[config.mk]
export PLATFORM = sky130hd
export DESIGN_NAME = cp0_intc
export DESIGN_NICKNAME = d
export VERILOG_FILES = /design/src/rtl/cp0_pkg.sv /design/src/rtl/cp0_intc.sv
export SDC_FILE = /design/constraint.sdc
export NUM_CORES = 1
export LEC_CHECK = 0
export ABC_AREA = 1
export CAP_MARGIN = 20
export CORE_UTILIZATION = 37
export CTS_BUF_LIST = sky130_fd_sc_hd__clkbuf_16
export DETAILED_ROUTE_END_ITERATION = 10
export GPL_TIMING_DRIVEN = 1
export PLACE_DENSITY_LB_ADDON = 0.15
export SETUP_SLACK_MARGIN = 0.02
export SLEW_MARGIN = 20
export SYNTH_ARGS = -nofsm -noshare
export SYNTH_HDL_FRONTEND = slang
export SYNTH_SLANG_ARGS = --single-unit
[constraint.sdc]
create_clock -name clk -period 1.8 [get_ports clk]
set_clock_uncertainty 0.1 [all_clocks]
set_input_delay 0.54 -clock clk [delete_from_list [all_inputs] [get_ports clk]]
set_output_delay 0.54 -clock clk [all_outputs]
set_load 0.01 [all_outputs]
[src/rtl/cp0_pkg.sv]
`default_nettype none
// ============================================================================
//  Module      : cp0_pkg
//  Description : Shared register numbers, bit positions and masks for the
//                coprocessor-0 interrupt controller.
//  Revision    : 1.0 - initial release
// ============================================================================
package cp0_pkg;

    // CP0 register numbers as seen by mfc0/mtc0
    localparam logic [4:0] CP0_SR    = 5'd12;
    localparam logic [4:0] CP0_CAUSE = 5'd13;
    localparam logic [4:0] CP0_EPC   = 5'd14;
    localparam logic [4:0] CP0_PRID  = 5'd15;

    // Field positions inside SR and Cause
    localparam int IM_HI   = 15;
    localparam int IM_LO   = 10;
    localparam int EXL_BIT = 1;
    localparam int IE_BIT  = 0;
    localparam int BD_BIT  = 31;
    localparam int EXC_HI  = 6;
    localparam int EXC_LO  = 2;

    // Implemented (writable) bits of SR: IM, EXL, IE
    localparam logic [31:0] SR_WMASK = 32'h0000_FC03;

    // Exception code recorded for an interrupt entry
    localparam logic [4:0] EXC_INT = 5'd0;

endpackage : cp0_pkg
`default_nettype wire

[src/rtl/cp0_intc.sv]
`default_nettype none
// ============================================================================
//  Module      : cp0_intc
//  Description : Coprocessor-0 interrupt controller. Holds SR, Cause, EPC and
//                PRId, samples device IRQ lines into Cause.IP and raises a
//                single level interrupt request towards the CPU pipeline.
//  Revision    : 1.0 - initial release
// ============================================================================
module cp0_intc
    import cp0_pkg::*;
#(
    parameter logic [31:0] PRID_VAL = 32'h0000_2016,
    parameter logic [31:0] SR_RESET = 32'h0000_0000
) (
    input  logic        clk,
    input  logic        reset,
    input  logic [4:0]  rd_sel,
    input  logic [4:0]  wr_sel,
    input  logic        we,
    input  logic [31:0] din,
    input  logic [31:0] pc,
    input  logic        bd,
    input  logic        exl_set,
    input  logic        exl_clr,
    input  logic [5:0]  hwint,
    output logic        int_req,
    output logic [31:0] epc,
    output logic [31:0] dout
);

    // Architectural state. SR is kept masked so unimplemented bits stay zero.
    logic [31:0] sr_q,        sr_d;
    logic        cause_bd_q,  cause_bd_d;
    logic [5:0]  cause_ip_q;
    logic [4:0]  cause_exc_q, cause_exc_d;
    logic [31:0] epc_q,       epc_d;

    logic [31:0] pc_aligned;
    logic [31:0] cause_word;
    logic        unused_pc_bits;

    assign pc_aligned     = {pc[31:2], 2'b00};
    assign unused_pc_bits = ^pc[1:0];

    // Next-state logic; exception entry/exit wins over a coincident mtc0
    always_comb begin
        sr_d        = sr_q;
        cause_bd_d  = cause_bd_q;
        cause_exc_d = cause_exc_q;
        epc_d       = epc_q;

        // mtc0 is applied first so EXL forcing below overrides its EXL bit
        if (we) begin
            if (wr_sel == CP0_SR) begin
                sr_d = din & SR_WMASK;
            end
            if (wr_sel == CP0_EPC) begin
                epc_d = {din[31:2], 2'b00};
            end
        end

        if (exl_set) begin
            sr_d[EXL_BIT] = 1'b1;
            cause_bd_d    = bd;
            cause_exc_d   = EXC_INT;
            // A delay-slot victim restarts at its branch, one word earlier
            epc_d         = bd ? (pc_aligned - 32'd4) : pc_aligned;
        end else if (exl_clr) begin
            sr_d[EXL_BIT] = 1'b0;
        end
    end

    // State registers with synchronous reset; IP re-samples hwint every cycle
    always_ff @(posedge clk) begin
        if (reset) begin
            sr_q        <= SR_RESET & SR_WMASK;
            cause_bd_q  <= 1'b0;
            cause_ip_q  <= 6'd0;
            cause_exc_q <= 5'd0;
            epc_q       <= 32'd0;
        end else begin
            sr_q        <= sr_d;
            cause_bd_q  <= cause_bd_d;
            cause_ip_q  <= hwint;
            cause_exc_q <= cause_exc_d;
            epc_q       <= epc_d;
        end
    end

    // Assemble Cause with unimplemented bits reading as zero
    always_comb begin
        cause_word                 = 32'd0;
        cause_word[BD_BIT]         = cause_bd_q;
        cause_word[IM_HI:IM_LO]    = cause_ip_q;
        cause_word[EXC_HI:EXC_LO]  = cause_exc_q;
    end

    // Level interrupt request: any pending-and-enabled line while not in EXL
    assign int_req = (|(cause_ip_q & sr_q[IM_HI:IM_LO])) & sr_q[IE_BIT] & ~sr_q[EXL_BIT];

    assign epc = epc_q;

    // mfc0 read mux; returns current register contents (no write bypass)
    always_comb begin
        dout = 32'd0;
        case (rd_sel)
            CP0_SR:    dout = sr_q;
            CP0_CAUSE: dout = cause_word;
            CP0_EPC:   dout = epc_q;
            CP0_PRID:  dout = PRID_VAL;
            default:   dout = 32'd0;
        endcase
    end

endmodule : cp0_intc
`default_nettype wire

# After elaboration in Yosys (flattened, before gate mapping)
# Cells that the tools add are included.
# totals
wordCells,33
output_inout_bits,65
regBits,47
# op_classes
add_sub_neg,1
n_eq_ne,6
muxes,9
reduce_logical,8
bitwise,4
# ops
op,count
two-way mux 32 bit,4
case mux 32 bit (4 select lines),1
"subtractor 32 x 3 -> 32 bit, second input constant",1
"equality test 5 x 4 -> 1 bit, second input constant",6
bitwise AND 6 bit,1
AND reduction 2 bit,3
nonzero test 3 bit,2
OR reduction 6 bit,1
two-way mux 2 bit,2
nonzero test 2 bit,2
bitwise AND 1 bit,2
two-way mux 1 bit,2
inverter 1 bit,1

# Logic depth before layout (Yosys ltp)
# Gate-level depths: netlist of the first run.
# logic_depth
depth_word,5
mapped_depth,13

# Worst setup path after synthesis of the first run
# No wires, ideal clock.
# synth_timing
path_kind,input-to-output
start,in rd_sel[3]
end,out dout[17]
arrival_ns,1.187
cell_stages,5
path_buffers,1
t_required_ns,1.160
setup_slack_ns,-0.027
path_cell_list,nand2_1 -> nor2_1 -> nand2_1 -> clkbuf_1 -> nor2_1
# synth_via
elab_chain_cells,2
elab_cells_between_ends,5
classes_between,eq/ne (4); mux (1)
# synth_lines
element,line_no,rtl
start: declaration,cp0_intc.sv:17,"input logic [4:0] rd_sel,"
equality test 5 x 4 -> 1 bit,cp0_intc.sv:106,case (rd_sel)
case mux 32 bit (4 select lines) *,cp0_intc.sv:106,
end: declaration,cp0_intc.sv:28,output logic [31:0] dout
# Every way passes the cells marked *; elsewhere a longest branch is shown, timed or not.

# Final worst setup path of the first run
# layout_timing
start,in rd_sel[0]
end,out dout[11]
# Same word-level chain as after synthesis.

==> impl_metrics.tcl, run 1 <==
set metrics [dict create \
    required_ps 1160 \
    grt_pass1_wl_mm 19.1 \
    p_clk_frac 0.345 \
    clkSinkCount 45 \
    post_cts_hold_buffer_count 0 \
    dp_cells 822 \
    drt-total-wl_mm 12.6 \
    yosys.area.top_type_share 0.293 \
    synth.avg_cell_area_sq_um 5.92 \
    place_congestion 0.894 \
    die_h_um 93.2 \
    path_class "in -> out" \
    viasPerCell 5.05 \
    preCtsSetupSlack_ps -1240 \
    rows 32 \
    fin_area_sq_um 5990 \
    max_clock_freq_mhz 497 \
    drc_errors 0 \
    io_pins 151 \
    insertion_delay_ps 280 \
    peakVddDrop_v 0.000447 \
    period_share 1.12 \
    fillers 619 \
    nets 838 \
    drive_gt1_frac 0.386 \
    whs_path_depth 2 \
    ff2ff_path_depth 3 \
    grt_max_degree 30 \
    ant_nets 0 \
    powerDensity_nw_per_um2 490 \
    critical_path_arrival_ps 1370 \
    root_buffer "clkbuf_16" \
    grt_pass1_vias 4242 \
    maxCapViolCount 0 \
    coreArea_sq_um 7890 \
    leakage_nw 2.90 \
    p_switching_mw 0.820 \
    p_sw_frac 0.279 \
    cts_tree "yes" \
    critPathCaptureType "output pin" \
    synth.largest_area_cell "dfxtp_1" \
    netlist_area_sq_um 3080 \
    ys_seq_area_frac 0.293 \
    fin_cells 854 \
    cts_max_level 2 \
    status "complete, but fails checks" \
    pwr-share-comb 0.279 \
    pwr-share-seq 0.376 \
    finalSetupViolations 33 \
    die_area_sq_um 8690 \
    n_antenna_cell 0 \
    port_buffers 146 \
    synth_cell_type_count 35 \
    hpwlAfterDp_mm 9.11 \
    cp_max_fo 8 \
    p_int_mw 2.12 \
    power_mw 2.94 \
    rsz0062_at_grt "true" \
    area_growth_pct 94.7 \
    grtUsageTotal 0.278 \
    startpoint_type "primary input" \
    clk_pin_slew_ps 60 \
    setup_ws_ps -214 \
    antenna_found_initial 0 \
    period_needed_ps 2010 \
    vias 4312 \
    violations "negative setup slack" \
    avgRoutedWirePerCell_um 14.8 \
    dr.pass1.iters 4 \
    dpl_cell_area_sq_um 5200 \
    ys_warn_count 0 \
    cts_max_path_buffers 2 \
    worst_hold_path_type "reg -> reg" \
    synth_top_cells_by_area "dfxtp_1 (29%), nand2_1 (18%), inv_1 (10%)" \
    cts_made_buffers 5 \
    netlist_instances 520 \
    hold_viol 0 \
    ys_ff_latch 45 \
    drt_iter0_drc 170 \
    maxSlewViolCount 0 \
    dieWidth_um 93.2 \
    initial_core_util 0.390 \
    overflow 0 \
]
-- kinds of logic (layout without fill, tap and decap cells) --
kind of cell / Yosys count / after routing / share of synthesized area
and+or+nand+nor: 266 / 266 / 0.365
buffers and inverters: 103 / 334 / 0.129
AOI/OAI and AO/OA: 94 / 94 / 0.180
DFF: 45 / 45 / 0.293
xor gates and xnor gates: 10 / 10 / 0.0285
adders and majority gates: 1 / 1 / 0.00406
other: 1 / 2 / 0.00122
-- state kept, by name, indices dropped and copies added (netlist names) --
name,count
epc,30
cause_bd_q,1
sr_q,8
cause_ip_q,6
-- layout by cell type, fill, tap and decap left out, drive strengths merged, types with 2 or more instances in the layout --
cell type,synthesis,routed
inv,86,86
nor2,87,87
clkdlybuf4s50,0,46
dlymetal6s2s,0,9
nand3,15,15
clkbuf,12,14
clkinv,0,2
nand2,152,152
dfxtp,45,45
a21oi,42,42
a31oi,3,3
clkdlybuf4s15,0,2
o21ai,29,29
xor2,9,9
conb,1,2
nor3,2,2
o221ai,10,10
dlygate4sd2,0,40
o211ai,2,2
a211oi,2,2
buf,5,134
nand4,9,9
-- what timing repair did --
| item | in CTS | in global routing |
|---|---|---|
| hold endpoints to repair | 0 | 0 |
| resized for setup | 338 | 89 |
| gates cloned | 1 | 1 |
| endpoints found under the setup margin | 92 | 66 |
| pin swaps | 39 | 47 |
| buffers inserted | 16 | 6 |
-- cell usage after synthesis (all sizes together) --
library cell and number:
nand2 152, nor2 87, inv 86, dfxtp 45, a21oi 42, o21ai 29
nand3 15, clkbuf 12, o221ai 10, nand4 9, xor2 9, buf 5
a31oi 3, a211oi 2, nor3 2, o211ai 2, a21o 1, a22o 1
and2 1, conb 1, ha 1, o2111ai 1, o21bai 1, o22ai 1
o31ai 1, xnor2 1
-- worst max-delay path: stages --
cell      delay [ps]
buf_6            100
nor2_4           210
nand2_8          140
clkinv_8         110
nand2_2           50
o221ai_2          60
buf_2            160
-- metal layers --
| metal | global-route usage | share of wire | vias to the layer above |
|---|---|---|---|
| met5 | 0 | 0 | - |
| met4 | 0.0821 | 0.017 | 0 |
| met3 | 0.0488 | 0.061 | 20 |
| met2 | 0.529 | 0.53 | 172 |
| met1 | 0.313 | 0.39 | 2023 |
| li1 | - | - | 2097 |
-- stage by stage --
step	utilization	hold WS, ps	TNS [ps]
after global routing	0.760	402	-7580
after global placement	0.659	367	-48970
after floorplan	-	344	-2.54
after detailed placement	0.659	380	-52250
final	0.760	386	-6080
after CTS	0.725	387	-5650
-- path summary, 6_finish.rpt --
path / start / end / slack [ps]
max reg2reg: epc[13] / epc[13] / 880
min reg2reg: epc[19] / epc[19] / 390
max: rd_sel[0] / dout[11] / -210
min: epc[19] / epc[19] / 390
-- cell type report --
type / instances / area (sq um) / area share
clock buffer: 5 / 125 / 0.0209
sequential: 45 / 906 / 0.151
multi-input combinational: 373 / 2300 / 0.384
clock inverter: 3 / 37.5 / 0.00626
tap: 102 / 128 / 0.0213
inverter: 86 / 345 / 0.0576
timing repair buffer: 240 / 2150 / 0.359
-- power by group through the flow --
stage                     Combinational [mW]  Clock (mW)  Sequential, mW
after CTS                              0.773        1.01            1.10
after global routing                   0.881        1.06            1.11
after global placement                 0.733           0            1.12
after floorplan                        0.250           0            1.13
after detailed placement               0.745           0            1.12
final                                  0.818        1.01            1.10
(Power assumes the default switching activity.)
==> run 2: changes to the inputs <==
--- a/config.mk
+++ b/config.mk
@@ -9,6 +9,7 @@
 export CAP_MARGIN = 20
 export CORE_UTILIZATION = 37
 export CTS_BUF_LIST = sky130_fd_sc_hd__clkbuf_16
+export CTS_CLUSTER_DIAMETER = 30
 export DETAILED_ROUTE_END_ITERATION = 10
 export GPL_TIMING_DRIVEN = 1
 export PLACE_DENSITY_LB_ADDON = 0.15
==> results of run 2 <==
Final layout, timing and power as in run 1 (identical DEF).
